===== config.mk =====
export PLATFORM = sky130hd
export DESIGN_NAME = gshare_spec_predictor
export DESIGN_NICKNAME = d
export VERILOG_FILES = /design/src/rtl/bp_pkg.sv /design/src/rtl/pht_ctr_table.sv /design/src/rtl/gshare_spec_predictor.sv
export SDC_FILE = /design/constraint.sdc
export NUM_CORES = 2
export LEC_CHECK = 0
export ABC_AREA = 1
export CORE_UTILIZATION = 50
export CTS_CLUSTER_DIAMETER = 40
export DETAILED_ROUTE_END_ITERATION = 12
export GPL_ROUTABILITY_DRIVEN = 0
export PLACE_DENSITY = 0.7
export SLEW_MARGIN = 20
export SYNTH_ARGS = -nofsm -noshare
export SYNTH_HDL_FRONTEND = slang
export SYNTH_MEMORY_MAX_BITS = 65536
export SYNTH_SLANG_ARGS = --single-unit

===== constraint.sdc =====
create_clock -name clk_i -period 46.2 [get_ports clk_i]
set_input_delay 9.24 -clock clk_i [delete_from_list [all_inputs] [get_ports clk_i]]
set_output_delay 9.24 -clock clk_i [all_outputs]
set_load 0.01 [all_outputs]

===== src/rtl/bp_pkg.sv =====
// Shared types and helpers for the gshare speculative predictor.
//   btb_entry_t : one direct-mapped BTB line {valid, tag, target, is_cond}
//   bp_state_e  : INIT (PHT sweep) / RUN
//   weak_nt()   : weakly-not-taken counter value for a given counter width
//   sat_update(): saturating up/down counter step
package bp_pkg;

  // Widest counter and tag the helpers/struct can hold. Narrower instances
  // zero-extend into these fields.
  localparam int CTR_W_MAX = 8;
  localparam int TAG_W_MAX = 30;

  typedef struct packed {
    logic                 valid;
    logic [TAG_W_MAX-1:0] tag;     // pc[31:INDEX_WIDTH+2], zero-extended
    logic [31:0]          target;
    logic                 is_cond;
  } btb_entry_t;

  typedef enum logic {INIT, RUN} bp_state_e;

  function automatic logic [CTR_W_MAX-1:0] weak_nt(input int unsigned w);
    return CTR_W_MAX'((32'd1 << (w - 1)) - 32'd1);
  endfunction

  // Weakly-not-taken value for the default 2-bit counter.
  localparam logic [CTR_W_MAX-1:0] WEAK_NT_2B = CTR_W_MAX'(1);

  function automatic logic [CTR_W_MAX-1:0] sat_update(
    input logic [CTR_W_MAX-1:0] ctr,
    input logic                 taken,
    input logic [CTR_W_MAX-1:0] ctr_max
  );
    if (taken) return (ctr == ctr_max) ? ctr : ctr + 1'b1;
    else       return (ctr == '0)      ? ctr : ctr - 1'b1;
  endfunction

endpackage


===== src/rtl/pht_ctr_table.sv =====
// Pattern history table of saturating counters.
//   gclk               : clock
//   init_en/init_idx   : sweep write of the weakly-not-taken value (wins)
//   upd_en/upd_idx/upd_taken : saturating read-modify-write from commit
//   rd_idx/rd_ctr      : combinational fetch read, no write bypass
module pht_ctr_table
  import bp_pkg::*;
#(
  parameter int HISTORY_WIDTH = 8,
  parameter int CTR_WIDTH     = 2
) (
  input  logic                     gclk,
  input  logic                     init_en,
  input  logic [HISTORY_WIDTH-1:0] init_idx,
  input  logic                     upd_en,
  input  logic [HISTORY_WIDTH-1:0] upd_idx,
  input  logic                     upd_taken,
  input  logic [HISTORY_WIDTH-1:0] rd_idx,
  output logic [CTR_WIDTH-1:0]     rd_ctr
);

  localparam logic [CTR_WIDTH-1:0] WNT  = CTR_WIDTH'(weak_nt(CTR_WIDTH));
  localparam logic [CTR_WIDTH-1:0] CMAX = '1;

  logic [CTR_WIDTH-1:0] tbl [2**HISTORY_WIDTH];

  // Single write port: the sweep owns it during INIT, commit otherwise.
  always_ff @(posedge gclk) begin
    if (init_en)
      tbl[init_idx] <= WNT;
    else if (upd_en)
      tbl[upd_idx] <= CTR_WIDTH'(sat_update(CTR_W_MAX'(tbl[upd_idx]), upd_taken,
                                            CTR_W_MAX'(CMAX)));
  end

  assign rd_ctr = tbl[rd_idx];

endmodule


===== src/rtl/gshare_spec_predictor.sv =====
// gshare branch predictor with speculative global history.
//   clk_i/rst_i : clock, synchronous active-high reset
//   ready_o     : PHT init sweep complete
//   IF_*        : combinational fetch lookup (BTB + PHT), GHR checkpoint out
//   EX_*        : commit-time update, mispredict recovery via checkpoint
//   br_cnt_o / mispred_cnt_o : saturating performance counters
module gshare_spec_predictor
  import bp_pkg::*;
#(
  parameter int INDEX_WIDTH   = 6,
  parameter int HISTORY_WIDTH = 8,
  parameter int CTR_WIDTH     = 2
) (
  input  logic                     clk_i,
  input  logic                     rst_i,
  output logic                     ready_o,
  input  logic                     IF_valid_i,
  input  logic [31:0]              IF_pc_i,
  output logic                     IF_btb_hit_o,
  output logic                     IF_prediction_o,
  output logic [31:0]              IF_target_o,
  output logic [HISTORY_WIDTH-1:0] IF_ghr_o,
  input  logic                     EX_valid_i,
  input  logic [31:0]              EX_pc_i,
  input  logic                     EX_is_br_i,
  input  logic                     EX_is_jmp_i,
  input  logic                     EX_taken_i,
  input  logic [31:0]              EX_target_i,
  input  logic                     EX_btb_hit_i,
  input  logic                     EX_mispredict_i,
  input  logic [HISTORY_WIDTH-1:0] EX_ghr_i,
  output logic [31:0]              br_cnt_o,
  output logic [31:0]              mispred_cnt_o
);

  localparam int BTB_N = 2**INDEX_WIDTH;
  localparam int HW    = HISTORY_WIDTH;

  // ---------------- INIT/RUN FSM ----------------
  bp_state_e       state, state_nxt;
  logic [HW-1:0]   init_idx;
  logic            run;

  always_ff @(posedge clk_i) begin
    if (rst_i) state <= INIT;
    else       state <= state_nxt;
  end

  always_comb begin
    state_nxt = state;
    if (state == INIT && init_idx == '1) state_nxt = RUN;
  end

  always_ff @(posedge clk_i) begin
    if (rst_i)               init_idx <= '0;
    else if (state == INIT)  init_idx <= init_idx + 1'b1;
  end

  assign run     = (state == RUN);
  assign ready_o = run;

  // ---------------- BTB ----------------
  btb_entry_t                 btb [BTB_N];
  btb_entry_t                 if_ent;
  logic [INDEX_WIDTH-1:0]     if_bidx, ex_bidx;
  logic [TAG_W_MAX-1:0]       if_tag, ex_tag;
  logic                       btb_wr;

  assign if_bidx = IF_pc_i[INDEX_WIDTH+1:2];
  assign ex_bidx = EX_pc_i[INDEX_WIDTH+1:2];
  assign if_tag  = TAG_W_MAX'(IF_pc_i[31:INDEX_WIDTH+2]);
  assign ex_tag  = TAG_W_MAX'(EX_pc_i[31:INDEX_WIDTH+2]);
  assign if_ent  = btb[if_bidx];

  // Only taken control flow allocates; a not-taken branch stays invisible
  // to fetch and falls through naturally.
  assign btb_wr = run && EX_valid_i && (EX_is_br_i || EX_is_jmp_i) && EX_taken_i;

  always_ff @(posedge clk_i) begin
    if (rst_i) begin
      for (int i = 0; i < BTB_N; i++) btb[i].valid <= 1'b0;
    end else if (btb_wr) begin
      btb[ex_bidx] <= '{valid: 1'b1, tag: ex_tag, target: EX_target_i,
                        is_cond: EX_is_br_i};
    end
  end

  // ---------------- PHT ----------------
  logic [HW-1:0]        spec_ghr;
  logic [CTR_WIDTH-1:0] pht_ctr;

  pht_ctr_table #(.HISTORY_WIDTH(HW), .CTR_WIDTH(CTR_WIDTH)) u_pht (
    .gclk      (clk_i),
    .init_en   (state == INIT && !rst_i),
    .init_idx  (init_idx),
    .upd_en    (run && EX_valid_i && EX_is_br_i),
    .upd_idx   (EX_pc_i[HW+1:2] ^ EX_ghr_i),
    .upd_taken (EX_taken_i),
    .rd_idx    (IF_pc_i[HW+1:2] ^ spec_ghr),
    .rd_ctr    (pht_ctr)
  );

  // ---------------- Fetch outputs ----------------
  assign IF_btb_hit_o    = run && if_ent.valid && (if_ent.tag == if_tag);
  assign IF_prediction_o = IF_btb_hit_o && (!if_ent.is_cond || pht_ctr[CTR_WIDTH-1]);
  assign IF_target_o     = if_ent.target;
  assign IF_ghr_o        = spec_ghr;

  // ---------------- Speculative GHR ----------------
  // Recovery beats the fetch shift: the fetch being shifted is on the
  // wrong path and is flushed along with everything younger.
  always_ff @(posedge clk_i) begin
    if (rst_i) begin
      spec_ghr <= '0;
    end else if (run) begin
      if (EX_valid_i && EX_mispredict_i)
        spec_ghr <= (EX_is_br_i && EX_btb_hit_i) ? {EX_ghr_i[HW-2:0], EX_taken_i}
                                                 : EX_ghr_i;
      else if (IF_valid_i && IF_btb_hit_o && if_ent.is_cond)
        spec_ghr <= {spec_ghr[HW-2:0], IF_prediction_o};
    end
  end

  // ---------------- Performance counters ----------------
  logic [31:0] br_cnt_q, mispred_cnt_q;
  logic        cnt_ev;

  assign cnt_ev = run && EX_valid_i && (EX_is_br_i || EX_is_jmp_i);

  always_ff @(posedge clk_i) begin
    if (rst_i) begin
      br_cnt_q      <= '0;
      mispred_cnt_q <= '0;
    end else begin
      if (cnt_ev && br_cnt_q != '1)                         br_cnt_q      <= br_cnt_q + 1'b1;
      if (cnt_ev && EX_mispredict_i && mispred_cnt_q != '1) mispred_cnt_q <= mispred_cnt_q + 1'b1;
    end
  end

  assign br_cnt_o      = br_cnt_q;
  assign mispred_cnt_o = mispred_cnt_q;

  // Instructions are word aligned; the low PC bits carry no information.
  logic unused_pc_lsb;
  assign unused_pc_lsb = ^{IF_pc_i[1:0], EX_pc_i[1:0]};

endmodule


; Word level (Yosys, flattened, before mapping)
; Memories as Yosys holds them, arrays and structs flattened.
; Index checks and enable logic that the tools add are counted.
[word_totals]
latch_bits = 0
n_memories = 2
regBits = 81
rom_bits = 0
in_bits = 113
ram_bits = 4224
[op_classes]
n_eq_ne = 5
mux = 24
div_mod_pow = 0
n_mul = 0
bitwise_logic = 3
n_reduce_logical = 25
shift = 0
magnitude_cmp = 0
addsub = 5
[memory_table]
columns = name, words, width, read_ports, rd_ports_with_merged_regs, write_ports, line
row1 = btb, 64, 58, 1, 0, 64, gshare_spec_predictor.sv:63  ; btb_entry_t btb [BTB_N];
row2 = u_pht.tbl, 256, 2, 2, 0, 1, pht_ctr_table.sv:25  ; logic [CTR_WIDTH-1:0] tbl [2**HISTORY_WIDTH];
[op_table]
columns = cell, n
row1 = $add 32x1->32 const B, 2
row2 = $ne 32x32->1 const B, 2
row3 = $mux 58, 1
row4 = $reduce_or 58->1, 1
row5 = $mux 8, 4
row6 = $eq 30x24->1, 1
row7 = $logic_and 1x1->1, 16
row8 = $xor 8x8->8, 2
row9 = $mux 2, 7
row10 = $mux 1, 11
row11 = $add 8x1->8 const B, 1
row12 = $eq 8x8->1 const B, 1
row13 = $mux 6, 1
row14 = $add 2x1->2 const B, 1
row15 = $eq 2x2->1 const B, 1
row16 = $logic_not 1->1, 2
row17 = $logic_not 2->1, 1
row18 = $logic_or 1x1->1, 2
row19 = $reduce_and 2->1, 1
row20 = $reduce_bool 2->1, 1
row21 = $reduce_or 2->1, 1
row22 = $sub 2x1->2 const B, 1
row23 = $not 1->1, 1

; Depth between registers and ports, before layout
[logic_depth]
word_depth = 8
ltp_mapped = 26

; Hierarchy
; From an unflattened synthesis, not the netlist that was laid out.
[unflattened]
hier_cells = 15248
area_unflattened_um2 = 177549.0
[by_module_without_submodules]
columns = mod, area_per_inst_um2, seq_area_each_um2, instances, cells_each
row1 = gshare_spec_predictor, 150774.6, 112447.8, 1, 12181
row2 = pht_ctr_table, 26774.4, 15374.7, 1, 3067

; Worst setup path after synthesis
; Ideal clock, no wire load.
[synth_path]
kind = input-to-reg
startpoint = input port EX_ghr_i[1]
endpoint = memory u_pht.tbl[0][0], data pin
arrival_time_ns = 20.645
setup_time_ns = 2.187
slack_ns = 23.368
path_stages = 13
path_cell_list = xnor2_1 clkbuf_1 buf_1 nand3_1 nand3_1 nand3_1 nand3_1 nand3_1 nand3_1 nand3_1 nand2_1 nor2_1 o21ai_0
[synth_between]
elab_chain_cells = 8
elab_cells_between_ends = 12
classes_between = add/sub: 2 / eq/ne: 1 / mux: 6 / bitwise: 1 / reduce/logical: 1 / memory: 1
[synth_rtl]
columns = item, line
row1 = from (decl), gshare_spec_predictor.sv:31  ; input logic [HISTORY_WIDTH-1:0] EX_ghr_i,
row2 = $xor 8x8->8 *, gshare_spec_predictor.sv:97  ; .upd_idx (EX_pc_i[HW+1:2] ^ EX_ghr_i),
row3 = $mem_v2 256x2 *, n/a
row4 = "$sub 2x1->2, or another cell as far along", bp_pkg.sv:35  ; else return (ctr == '0) ? ctr : ctr - 1'b1;
row5 = "$mux 2, on equally long branches", "bp_pkg.sv:35, bp_pkg.sv:34"
row6 = $mux 2 *, bp_pkg.sv:34  ; if (taken) return (ctr == ctr_max) ? ctr : ctr + 1'b1;
row7 = $mux 2 *, pht_ctr_table.sv:31  ; else if (upd_en)
row8 = $mux 2 *, pht_ctr_table.sv:29  ; if (init_en)
row9 = $mux 2 (no source line) *, n/a
row10 = to (decl), pht_ctr_table.sv:25
; Mark *: on every way between the ends. The rest lies on a longest branch, timed or not. The select of a mux whose other input is x is not followed.

; Worst setup path in the final report
[layout_path]
startpoint = input port IF_pc_i[2]
endpoint = output port IF_prediction_o
[layout_between]
elab_chain_cells = 4
elab_cells_between_ends = 9
classes_between = eq/ne: 1 / bitwise: 1 / reduce/logical: 5 / memory: 2
[layout_rtl]
columns = item, line
row1 = from (decl), gshare_spec_predictor.sv:18  ; input logic [31:0] IF_pc_i,
row2 = $mem_v2 64x58 or $xor 8x8->8 (tied branches), n/a
row3 = "$eq 30x24->1, or another cell as far along", gshare_spec_predictor.sv:104  ; assign IF_btb_hit_o = run && if_ent.valid && (if_ent.tag == if_tag);
row4 = $logic_and 1x1->1 or $logic_or 1x1->1 (tied branches), "gshare_spec_predictor.sv:104, gshare_spec_predictor.sv:105"
row5 = $logic_and 1x1->1 *, gshare_spec_predictor.sv:105  ; assign IF_prediction_o = IF_btb_hit_o && (!if_ent.is_cond || pht_ctr[CTR_WIDTH-1]);
row6 = to (decl), gshare_spec_predictor.sv:20  ; output logic IF_prediction_o,
; Mark *: on every way between the ends. The rest lies on a longest branch, timed or not.

==> results.tsv <==
stage	metric	value	unit
global_route	track_usage	28.8	%
floorplanning	core-area	349000	um^2
floorplanning	die_w	594	um
floorplanning	die_area	353000	um^2
yosys	async_reset_ff_share	0	%
placed_design	post-dp-hpwl	267000	um
drt	via_per_inst	6.20	
setup_path	max_stage_delay	0.94	ns
power	comb_power_share	5.7	%
setup_path	crit-reg2reg-capture	btb[59][16]	
power	p_leak	0.0662	uW
layout	design_area	197000	um^2
clock_tree	clk_root_buffer_cell	clkbuf_16	
setup_path	endpoint	IF_prediction_o	
placed_design	placed_area	181000	um^2
sta	slew_headroom	15.3	%
setup_path	crit_type	primary input to output pin	
drt	vias	122000	
yosys	syn_nets	14800	
setup_path	rrSetupSlack	41.06	ns
setup_path	slowest_stage	buf_4	
drt	wl	523000	um
setup_path	path_cells	buf_16 -> inv_16 -> buf_4 -> buf_4 -> buf_4 -> buf_12 -> buf_4 -> nand2_1 -> nand3_1 -> nand3_1 -> nand3_1 -> nand3_1 -> nand3_1 -> nand2_1 -> xor2_1 -> nor3_1 -> nand3_1 -> nor3_1 -> and2_1 -> clkdlybuf4s50_1	
drt	dr.pass1.iters	12	
sta	clock-skew-final	0.0745	ns
yosys	syn-mean-instance-area	11.9	um^2
job	cap_viol_max_count	0	
layout	finalNetCount	14800	
hold_path	hp-start	btb[21][57]	
hold_path	whs_path_depth	2	
setup_path	crit_path_frequent_cell	nand3_1	
power	seq_power_share	49.7	%
power	swShare	22.6	%
setup_path	reg2regPathDepth	9	
yosys	synth_top_family_by_area	simple AND/OR/NAND/NOR gates	
clock_tree	clock-sinks	4305	
yosys	synth-adder-area-share	0.0271	%
clock_tree	h-tree-depth	5	
yosys	syn_area	175000	um^2
power	p_sw	1940	uW
clock_tree	clkTransAtPathRegs	0.06	ns
clock_tree	cts-resized-gates	0	
yosys	ys_types	43	
layout	fin_util	56.5	%
floorplanning	fp.dieH	594	um
setup_path	critical_path_arrival	16.94	ns
sta	finalSetupViolCount	0	
power	pwr-share-clk	44.6	%
setup_path	crit_start	IF_pc_i[2]	
setup_path	crit_path_end_kind	output pin	
power	pwr_density_cell	43.6	nW/um^2
yosys	synth_edf_count	4160	
placed_design	io_buffers	215	
power	p_int	6650	uW
yosys	synth_warnings	0	
floorplanning	start_util	50.2	%
clock_tree	clockBufferDepth	4	
global_route	first_global_vias	114000	
layout	drive_gt1_share	7.81	%
setup_path	crit_path_max_fanout	209	
hold_path	min_path_type	flip-flop to flip-flop	
yosys	seq_area_frac_synth	73.0	%
yosys	yosys-mux-area-fraction	0	%
clock_tree	cts_tree	built	
global_route	grt_max_degree	210	
run_status	status	completed	
clock_tree	cts_setup_buffers	0	
sta	fin_crit_sh	56.7	%
setup_path	cp-start-kind	primary input	
clock_tree	clock_latency	1.02	ns
global_route	grt_remaining_overflow	0	
yosys	synth-simple-area-share	15.8	%
clock_tree	holdBufCountCts	0	
setup_path	r2r-start	ready_o	
drt	drt_iter0_drc	17700	
layout	area_growth	12.5	%
yosys	synth_xor_area_share	0.144	%
drt	wl_per_cell	26.6	um
global_route	antenna_found_initial	38	
sta	min_period	26.18	ns
sta	fmax	38.2	MHz
global_route	grt_pass1_wl	754000	um
floorplanning	io_pins	220	
yosys	ys_seq_elements	4305	
sta	tightest_slew	1.27	ns
clock_tree	cts_buffers	474	
drt	drcViolationCount	0	
sta	hold_viol_final	0	
sta	rsz0062_at_grt	no	
floorplanning	std_cell_rows	217	
yosys	synth_compound_area_share	7.91	%
setup_path	worst_ep_required_time	36.96	ns
yosys	netlist_instances	14700	
drt	antenna_left	0	
sta	drv_slew	0	
sta	setup_tns	0	ns
power	peakVddDrop	0.0367	mV
yosys	synth_ff_type	edfxtp_1	
## worst min path at each step
stage          slack, ns          end
6_report            0.46  btb[21][57]
5_1_grt             0.48  btb[21][57]
4_1_cts             0.46  btb[21][57]
3_5_place_dp        0.44  btb[21][57]
3_3_place_gp        0.44  btb[25][57]
2_1_floorplan       0.43  btb[17][57]
## kinds of logic after synthesis
kind of cell	Yosys count
AO/OA/AOI/OAI	2528
XOR/XNOR	27
AND/OR/NAND/NOR	6592
adder cells (fa/ha/maj)	4
buffers and inverters	1276
flip-flops	4305
## layer usage
metal	GRT usage, %	vias up	part of all wire, %
li1	-	53300	-
met1	38.4	59300	37
met2	45.6	8003	46
met3	5.79	1444	12
met4	13.5	14	5.1
met5	0	-	0.018
## power by group through the flow
stage	sequential [uW]	clock, uW	combinational (uW)
final	4270	3830	490
after detailed placement	4350	0	476
after global placement	4350	0	470
after floorplan	4350	0	288
after global routing	4270	4000	526
after CTS	4270	3850	479
## through the flow
| stage | power, uW | hold WS (ns) | worst slack (ns) | instances |
|---|---|---|---|---|
| after floorplan | 4640 | 0.428 | 23.37 | 14700 |
| after global placement | 4820 | 0.439 | 20.09 | 18800 |
| after detailed placement | 4830 | 0.445 | 20.09 | 18800 |
| after CTS | 8600 | 0.460 | 20.07 | 19700 |
| after global routing | 8800 | 0.480 | 19.76 | 19700 |
| final | 8590 | 0.458 | 20.02 | 19700 |
## sequential cells by signal, indices dropped and copies added (netlist names)
signal and flops:
IF_ghr_o 8, u_pht.tbl 512, init_idx 8, br_cnt_o 32, btb 3712, mispred_cnt_o 32, ready_o 1
## worst max-delay path, delay by kind of cell
family	cells	cell delay, ns
buffers and inverters	8	5.17
AND/OR/NAND/NOR	11	2.01
XOR/XNOR	1	0.22
## cell usage after synthesis (2+ instances only)
cell type | count | area share, %
nor3b_1 | 5 | 0.021
a21oi_1 | 81 | 0.23
nand2_1 | 2455 | 5.3
o21ai_0 | 1623 | 4.6
buf_2 | 279 | 0.80
nor2_1 | 1885 | 4.0
nand3_1 | 2159 | 6.2
xnor2_1 | 15 | 0.075
or2_2 | 3 | 0.011
o211a_1 | 3 | 0.017
o32ai_1 | 40 | 0.20
nor4_1 | 11 | 0.039
o22ai_1 | 686 | 2.4
inv_1 | 235 | 0.50
inv_2 | 4 | 0.0086
xor2_1 | 10 | 0.050
nand3b_1 | 14 | 0.060
buf_4 | 51 | 0.22
nand2_2 | 3 | 0.011
buf_1 | 77 | 0.16
a31oi_1 | 4 | 0.014
o21ai_1 | 20 | 0.057
clkbuf_1 | 594 | 1.3
nand4_1 | 16 | 0.057
ha_1 | 3 | 0.021
o21bai_1 | 44 | 0.19
edfxtp_1 | 4160 | 71
buf_6 | 30 | 0.19
buf_8 | 2 | 0.017
o21a_1 | 6 | 0.026
o211ai_1 | 20 | 0.086
and3_1 | 3 | 0.011
clkinv_1 | 3 | 0.0064
nor3_1 | 35 | 0.10
dfxtp_1 | 145 | 1.7
## placed cells by master (no fill, tap or decap), drive strengths merged, types with 20 or more instances in the layout
cell           Yosys  layout
nand3           2159    2159
o21ai           1643    1643
o22ai            686     686
edfxtp          4160    4160
bufinv             0      59
nor2            1886    1886
o21bai            44      44
clkinv             3     182
a21oi             81      81
diode              0      20
clkinvlp           0      42
nand2           2458    2458
buf              439     332
clkbuf           594     563
clkdlybuf4s50      0     151
dfxtp            145     145
o211ai            20      20
nor3              35      35
o32ai             40      40
inv              240     285
## area by class of cell
cell class	instances	area, um^2
fillers	27600	152000
flip-flops and latches	4305	128000
multi-input cells	9151	42500
clock buffers	562	12400
well taps	4599	5750
repair buffers	484	4120
clock inverters	325	3650
inverters	243	967
diodes	20	50.0
(Power assumes the default switching activity.)
